File: src/rtl/sd_xfer_sequencer_pkg.sv
// Shared types and constants for the SD host transaction sequencer:
// FSM state encoding, err_code values and the CMD12 (STOP_TRANSMISSION) index.
package sd_xfer_sequencer_pkg;

    typedef enum logic [3:0] {
        ST_IDLE       = 4'd0,
        ST_CMD_ISSUE  = 4'd1,
        ST_CMD_WAIT   = 4'd2,
        ST_DAT_ISSUE  = 4'd3,
        ST_DAT_WAIT   = 4'd4,
        ST_STOP_ISSUE = 4'd5,
        ST_STOP_WAIT  = 4'd6,
        ST_DONE       = 4'd7,
        ST_ERR        = 4'd8
    } seq_state_t;

    typedef enum logic [2:0] {
        ERR_NONE        = 3'd0,
        ERR_CMD         = 3'd1,
        ERR_CMD_TIMEOUT = 3'd2,
        ERR_DAT         = 3'd3,
        ERR_DAT_TIMEOUT = 3'd4,
        ERR_STOP        = 3'd5
    } err_code_t;

    localparam logic [5:0] CMD12_INDEX = 6'd12;

    // A block count of zero is treated as a single block.
    function automatic logic [15:0] eff_blk_cnt(input logic [15:0] cnt);
        return (cnt == 16'd0) ? 16'd1 : cnt;
    endfunction

endpackage

File: src/rtl/sd_xfer_watchdog.sv
// Wait-state watchdog: counts cycles while enabled, restarts from zero while
// cleared, and flags the cycle on which TIMEOUT_LIMIT wait cycles have elapsed.
module sd_xfer_watchdog #(
    parameter int                   TIMEOUT_W     = 16,
    parameter logic [TIMEOUT_W-1:0] TIMEOUT_LIMIT = 16'hFFFF
) (
    input  logic CLK,
    input  logic RESET,
    input  logic clear,
    input  logic en,
    output logic timeout
);

    localparam logic [TIMEOUT_W-1:0] LAST_CNT = TIMEOUT_W'(TIMEOUT_LIMIT - 1);

    logic [TIMEOUT_W-1:0] cnt_q;
    logic [TIMEOUT_W-1:0] cnt_d;

    // Next count: zero while cleared, otherwise advance once per enabled cycle.
    always_comb begin
        cnt_d = cnt_q;
        if (clear) begin
            cnt_d = '0;
        end else if (en) begin
            cnt_d = cnt_q + 1'b1;
        end
    end

    // Counter register.
    always_ff @(posedge CLK or posedge RESET) begin
        if (RESET) begin
            cnt_q <= '0;
        end else begin
            cnt_q <= cnt_d;
        end
    end

    assign timeout = en && (cnt_q == LAST_CNT);

endmodule

File: src/rtl/sd_xfer_sequencer.sv
// SD host transaction sequencer: issues one command, optionally runs the DAT
// block once per block, and reports completion or an error code.
// Optional feature macro: SD_AUTO_CMD12_EN (multi-block transfers end with CMD12).
module sd_xfer_sequencer #(
    parameter int                   TIMEOUT_W     = 16,
    parameter logic [TIMEOUT_W-1:0] TIMEOUT_LIMIT = 16'hFFFF
) (
    input  logic        CLK,
    input  logic        RESET,
    input  logic        req_go,
    input  logic [5:0]  req_index,
    input  logic [31:0] req_arg,
    input  logic        req_has_data,
    input  logic        req_write,
    input  logic [15:0] req_blk_cnt,
    output logic        cmd_start,
    output logic [5:0]  cmd_index_o,
    output logic [31:0] cmd_arg_o,
    input  logic        cmd_done,
    input  logic        cmd_err,
    output logic        dat_start,
    output logic        dat_write,
    input  logic        dat_blk_done,
    input  logic        dat_err,
    output logic        busy,
    output logic [15:0] blk_remaining,
    output logic        xfer_done,
    output logic        err_pulse,
    output logic [2:0]  err_code
);

    import sd_xfer_sequencer_pkg::*;

    seq_state_t  state_q, state_d;
    logic [5:0]  index_q, index_d;
    logic [31:0] arg_q, arg_d;
    logic        has_data_q, has_data_d;
    logic        write_q, write_d;
    logic [15:0] blk_rem_q, blk_rem_d;
    err_code_t   err_code_q, err_code_d;
`ifdef SD_AUTO_CMD12_EN
    logic        multi_q, multi_d;
`endif

    logic [15:0] req_blk_eff;
    logic        in_wait;
    logic        in_stop;
    logic        timeout;

    assign req_blk_eff = eff_blk_cnt(req_blk_cnt);
    assign in_wait = (state_q == ST_CMD_WAIT) || (state_q == ST_DAT_WAIT) ||
                     (state_q == ST_STOP_WAIT);
    assign in_stop = (state_q == ST_STOP_ISSUE) || (state_q == ST_STOP_WAIT);

    sd_xfer_watchdog #(
        .TIMEOUT_W     (TIMEOUT_W),
        .TIMEOUT_LIMIT (TIMEOUT_LIMIT)
    ) u_watchdog (
        .CLK     (CLK),
        .RESET   (RESET),
        .clear   (!in_wait),
        .en      (in_wait),
        .timeout (timeout)
    );

    // Next-state logic plus request latching, block countdown and error capture.
    always_comb begin
        state_d    = state_q;
        index_d    = index_q;
        arg_d      = arg_q;
        has_data_d = has_data_q;
        write_d    = write_q;
        blk_rem_d  = blk_rem_q;
        err_code_d = err_code_q;
`ifdef SD_AUTO_CMD12_EN
        multi_d    = multi_q;
`endif
        case (state_q)
            ST_IDLE: begin
                if (req_go) begin
                    index_d    = req_index;
                    arg_d      = req_arg;
                    has_data_d = req_has_data;
                    write_d    = req_write;
                    blk_rem_d  = req_has_data ? req_blk_eff : 16'd0;
                    err_code_d = ERR_NONE;
`ifdef SD_AUTO_CMD12_EN
                    multi_d    = req_has_data && (req_blk_eff > 16'd1);
`endif
                    state_d    = ST_CMD_ISSUE;
                end
            end
            ST_CMD_ISSUE: state_d = ST_CMD_WAIT;
            ST_CMD_WAIT: begin
                if (cmd_done) begin
                    if (cmd_err) begin
                        err_code_d = ERR_CMD;
                        state_d    = ST_ERR;
                    end else begin
                        state_d = has_data_q ? ST_DAT_ISSUE : ST_DONE;
                    end
                end else if (timeout) begin
                    err_code_d = ERR_CMD_TIMEOUT;
                    state_d    = ST_ERR;
                end
            end
            ST_DAT_ISSUE: state_d = ST_DAT_WAIT;
            ST_DAT_WAIT: begin
                if (dat_blk_done) begin
                    if (dat_err) begin
                        err_code_d = ERR_DAT;
                        state_d    = ST_ERR;
                    end else begin
                        blk_rem_d = blk_rem_q - 16'd1;
                        if (blk_rem_q != 16'd1) begin
                            state_d = ST_DAT_ISSUE;
                        end else begin
`ifdef SD_AUTO_CMD12_EN
                            state_d = multi_q ? ST_STOP_ISSUE : ST_DONE;
`else
                            state_d = ST_DONE;
`endif
                        end
                    end
                end else if (timeout) begin
                    err_code_d = ERR_DAT_TIMEOUT;
                    state_d    = ST_ERR;
                end
            end
`ifdef SD_AUTO_CMD12_EN
            ST_STOP_ISSUE: state_d = ST_STOP_WAIT;
            ST_STOP_WAIT: begin
                if (cmd_done) begin
                    if (cmd_err) begin
                        err_code_d = ERR_STOP;
                        state_d    = ST_ERR;
                    end else begin
                        state_d = ST_DONE;
                    end
                end else if (timeout) begin
                    err_code_d = ERR_CMD_TIMEOUT;
                    state_d    = ST_ERR;
                end
            end
`endif
            ST_DONE: state_d = ST_IDLE;
            ST_ERR:  state_d = ST_IDLE;
            default: state_d = ST_IDLE;
        endcase
    end

    // State and latched-request registers.
    always_ff @(posedge CLK or posedge RESET) begin
        if (RESET) begin
            state_q    <= ST_IDLE;
            index_q    <= '0;
            arg_q      <= '0;
            has_data_q <= 1'b0;
            write_q    <= 1'b0;
            blk_rem_q  <= '0;
            err_code_q <= ERR_NONE;
`ifdef SD_AUTO_CMD12_EN
            multi_q    <= 1'b0;
`endif
        end else begin
            state_q    <= state_d;
            index_q    <= index_d;
            arg_q      <= arg_d;
            has_data_q <= has_data_d;
            write_q    <= write_d;
            blk_rem_q  <= blk_rem_d;
            err_code_q <= err_code_d;
`ifdef SD_AUTO_CMD12_EN
            multi_q    <= multi_d;
`endif
        end
    end

    assign cmd_start     = (state_q == ST_CMD_ISSUE) || (state_q == ST_STOP_ISSUE);
    assign cmd_index_o   = in_stop ? CMD12_INDEX : index_q;
    assign cmd_arg_o     = in_stop ? 32'd0 : arg_q;
    assign dat_start     = (state_q == ST_DAT_ISSUE);
    assign dat_write     = write_q;
    assign busy          = (state_q != ST_IDLE) && (state_q != ST_DONE) &&
                           (state_q != ST_ERR);
    assign blk_remaining = blk_rem_q;
    assign xfer_done     = (state_q == ST_DONE);
    assign err_pulse     = (state_q == ST_ERR);
    assign err_code      = err_code_q;

endmodule

File: config.mk
export PLATFORM = sky130hd
export DESIGN_NAME = sd_xfer_sequencer
export DESIGN_NICKNAME = d
export VERILOG_FILES = /design/src/rtl/sd_xfer_sequencer_pkg.sv /design/src/rtl/sd_xfer_watchdog.sv /design/src/rtl/sd_xfer_sequencer.sv
export SDC_FILE = /design/constraint.sdc
export NUM_CORES = 1
export LEC_CHECK = 0
export ABC_AREA = 1
export BUFFER_PORTS_ARGS = -buffer_cell sky130_fd_sc_hd__buf_4
export CAP_MARGIN = 20
export CORE_ASPECT_RATIO = 1.1
export CORE_MARGIN = 2
export CORE_UTILIZATION = 45
export DETAILED_ROUTE_END_ITERATION = 10
export HOLD_SLACK_MARGIN = 0.15
export PLACE_DENSITY = 0.71
export SLEW_MARGIN = 20
export SYNTH_ARGS = -nofsm -noshare
export SYNTH_HDL_FRONTEND = slang
export SYNTH_SLANG_ARGS = --single-unit
File: constraint.sdc
create_clock -name CLK -period 4.3 [get_ports CLK]
set_input_delay 0.645 -clock CLK [delete_from_list [all_inputs] [get_ports CLK]]
set_output_delay 0.645 -clock CLK [all_outputs]
set_load 0.01 [all_outputs]
==> results.json <==
{
  "cpMostUsedCell": "nand2_1",
  "clock-sinks": 79,
  "path_class": "reg -> reg",
  "path_clk_slew_ps": 80,
  "cts_tree": "built",
  "fp.coreArea_um2": 9444,
  "synth_area_um2": 4408,
  "switching_share_pct": 41.27,
  "drv_slew": 0,
  "switching_power_w": 0.001649,
  "hold_viol": 0,
  "cp_data_arrival_time_ps": 2750,
  "relSlewSlack_pct": 35.62,
  "hold_path.class": "in -> async",
  "cp_max_fo": 22,
  "startpoint_type": "flop",
  "critical_path_required_ps": 4540,
  "grt_max_degree": 45,
  "postSynthAreaPerCell_um2": 7.679,
  "layout-drive-gt1-share_pct": 28.31,
  "wirelength_mm": 10.93,
  "grt_pass1_wl_mm": 18.24,
  "cp_slowest_stage_delay_ps": 800,
  "worstSetupEndpointType": "flop",
  "fin_crit_ps": 2508,
  "drc": 0,
  "yosysSeqAreaShare_pct": 44.85,
  "antenna_found_initial": 0,
  "fillCellCount": 885,
  "syn_nets": 641,
  "cts_resized": 0,
  "r2r_slack_ps": 1790,
  "synth_top_cell_by_area": "dfrtp_1",
  "clockRootBuffer": "clkbuf_8",
  "status": "complete, no violations",
  "clkLatencyLatePin_ps": 350,
  "die_w_um": 98.37,
  "tns_ps": 0,
  "clockBufferDepth": 2,
  "async_flop_share_pct": 100.0,
  "ant_nets": 0,
  "n_antenna_cell": 0,
  "final_area_um2": 5652,
  "cap_viol_max_count": 0,
  "synth_cell_type_count": 29,
  "die_h_um": 107.8,
  "nets": 766,
  "io_buffers": 125,
  "dp_hpwl_mm": 8.304,
  "grt_overflow": 0,
  "start_util_pct": 46.67,
  "yosys_warnings": 0,
  "syn_inst": 574,
  "power_frac_clock_pct": 15.4,
  "ys_seq_elements": 79,
  "clock.fmax_mhz": 398.7,
  "track_usage_pct": 21.31,
  "io_pins": 126,
  "peakVddDrop_v": 0.0004883,
  "cpMaxStageDelayCell": "a21oi_2",
  "grt_pass1_vias": 3970,
  "worst_pin_slew_ps": 965.6,
  "wl_per_cell_um": 13.32,
  "routed_via_density": 5.044,
  "p_per_area_nw_per_um2": 707.0,
  "numCtsBuffers": 9,
  "synth.top_cell.area_share_pct": 44.85,
  "rsz0062_at_grt": "no",
  "gp_congestion": 0.8943,
  "p_seq_share_pct": 31.3,
  "period_share_pct": 58.33,
  "power_frac_comb_pct": 53.4,
  "postCtsSetupBuffers": 0,
  "synth_area_leaders": "dfrtp_1, nand2_1, mux2_2, nor2_1, inv_1",
  "syn2layout_area_growth_pct": 28.21,
  "synth_ff_type": "dfrtp_1",
  "num_rows": 37,
  "synth_edf_count": 0,
  "vias": 4136,
  "dieArea_um2": 10600,
  "skew_ps": 7.110,
  "h-tree-depth": 3,
  "path_cells": "inv_1 -> nand2_2 -> nor2_4 -> nand2_1 -> a21oi_2 -> o21ai_0 -> nand2_1 -> nand2_1",
  "hold_buffers": 0,
  "setup_viol": 0,
  "first_pass_iters": 5,
  "dr.first_iter.drc_count": 193,
  "power_leakage_nw": 3.011,
  "placedInstanceArea_um2": 5411,
  "p_int_w": 0.002347
}
-- cell type report --
type | count | area [um^2] | area share (%)
inverter | 77 | 289.0 | 5.114
tap | 117 | 146.4 | 2.590
clock buffer | 10 | 137.6 | 2.435
clock inverter | 5 | 82.58 | 1.461
multi-input combinational | 404 | 2046 | 36.20
timing repair buffer | 128 | 973.4 | 17.22
sequential | 79 | 1977 | 34.98
-- metal layers --
metal  part of all wire (%)  wire [um]  track usage, %  up-vias
met4                    2.3        246           9.100        0
met1                     43       4649           26.72     1931
met5                      0          0               0        -
met3                    5.8        629           3.506       21
met2                     49       5402           36.39      145
li1                       -          -               -     2039
-- stage by stage --
step / util, % / power [W] / setup WS [ps] / hold slack [ps] / std cells
floorplan: - / 0.002592 / 1632 / 453.6 / 574
global placement: 57.30 / 0.003344 / 1954 / 463.3 / 804
detailed placement: 57.30 / 0.003398 / 1830 / 460.5 / 804
CTS: 59.63 / 0.004020 / 1816 / 430.0 / 819
global route: 59.84 / 0.004329 / 1554 / 471.7 / 820
finish: 59.84 / 0.003996 / 1792 / 409.2 / 820
-- path summary, 6_finish.rpt --
kind	depth (start not counted)	startpoint	to
worst max-delay path	8	state_q[0]$_DFFE_PP0N_	blk_remaining[6]$_DFFE_PP0P_
worst min-delay path	2	RESET	arg_q[11]$_DFFE_PP0P_
worst max register to register	8	state_q[0]$_DFFE_PP0N_	blk_remaining[6]$_DFFE_PP0P_
worst min register to register	2	err_code[1]$_DFFE_PP0P_	err_code[1]$_DFFE_PP0P_
max in group asynchronous	3	RESET	u_watchdog.cnt_q[0]$_DFF_PP0_
min in group CLK	2	err_code[1]$_DFFE_PP0P_	err_code[1]$_DFFE_PP0P_
-- power groups by stage --
stage,clock [W],combinational [W],sequential [W]
after global routing,0.000665,0.00237,0.00129
after floorplan,0,0.00135,0.00124
after CTS,0.000630,0.00214,0.00125
final,0.000614,0.00213,0.00125
after detailed placement,0,0.00213,0.00126
after global placement,0,0.00209,0.00125
-- worst max-delay path, delay by kind of cell, from the launching register on --
kind            cells  cell delay, ps
buf+inv             1             150
simple gates        5             800
compound gates      2            1020
flops               1             430
-- layout by cell type, fill, tap and decap left out, types with 2 or more instances in the layout --
master	Yosys	layout
nor3_1	7	7
clkinv_4	0	2
a21oi_1	17	17
mux2_2	38	38
or2_2	2	2
clkbuf_8	0	10
a21oi_2	4	4
o21ai_1	3	3
nand4_1	6	6
nand3_1	34	34
nor2_4	2	2
nand2_1	173	173
nand2_2	5	5
bufinv_16	0	2
buf_4	1	127
inv_2	1	2
nor2_1	84	84
xor2_1	4	4
o21ai_0	15	15
inv_1	75	74
dfrtp_1	79	79
ha_1	4	4
-- kinds of logic (layout without fill, tap and decap cells) --
group           count (synthesis)  after routing  share of synthesized area [%]
compound gates                 42             42                          5.251
xor+xnor                        4              4                         0.7947
fa+ha+maj                       4              4                          1.135
buf+inv                        91            220                          8.742
flops                          79             79                          44.85
mux                            38             38                          9.708
simple gates                  316            316                          29.52
-- cell usage after synthesis, types with 2 or more instances --
library cell and n:
nand2_1 173, nor2_1 84, dfrtp_1 79, inv_1 75
mux2_2 38, nand3_1 34, a21oi_1 17, o21ai_0 15
buf_2 8, nor3_1 7, nand4_1 6, nand2_2 5
a21oi_2 4, buf_6 4, ha_1 4, xor2_1 4
o21ai_1 3, nor2_4 2, or2_2 2
-- state kept, by name, indices dropped and copies added (netlist names) --
signal,cells
arg_q,32
blk_remaining,16
u_watchdog.cnt_q,16
index_q,6
state_q,4
err_code,3
dat_write,1
has_data_q,1
(Power assumes the default switching activity.)
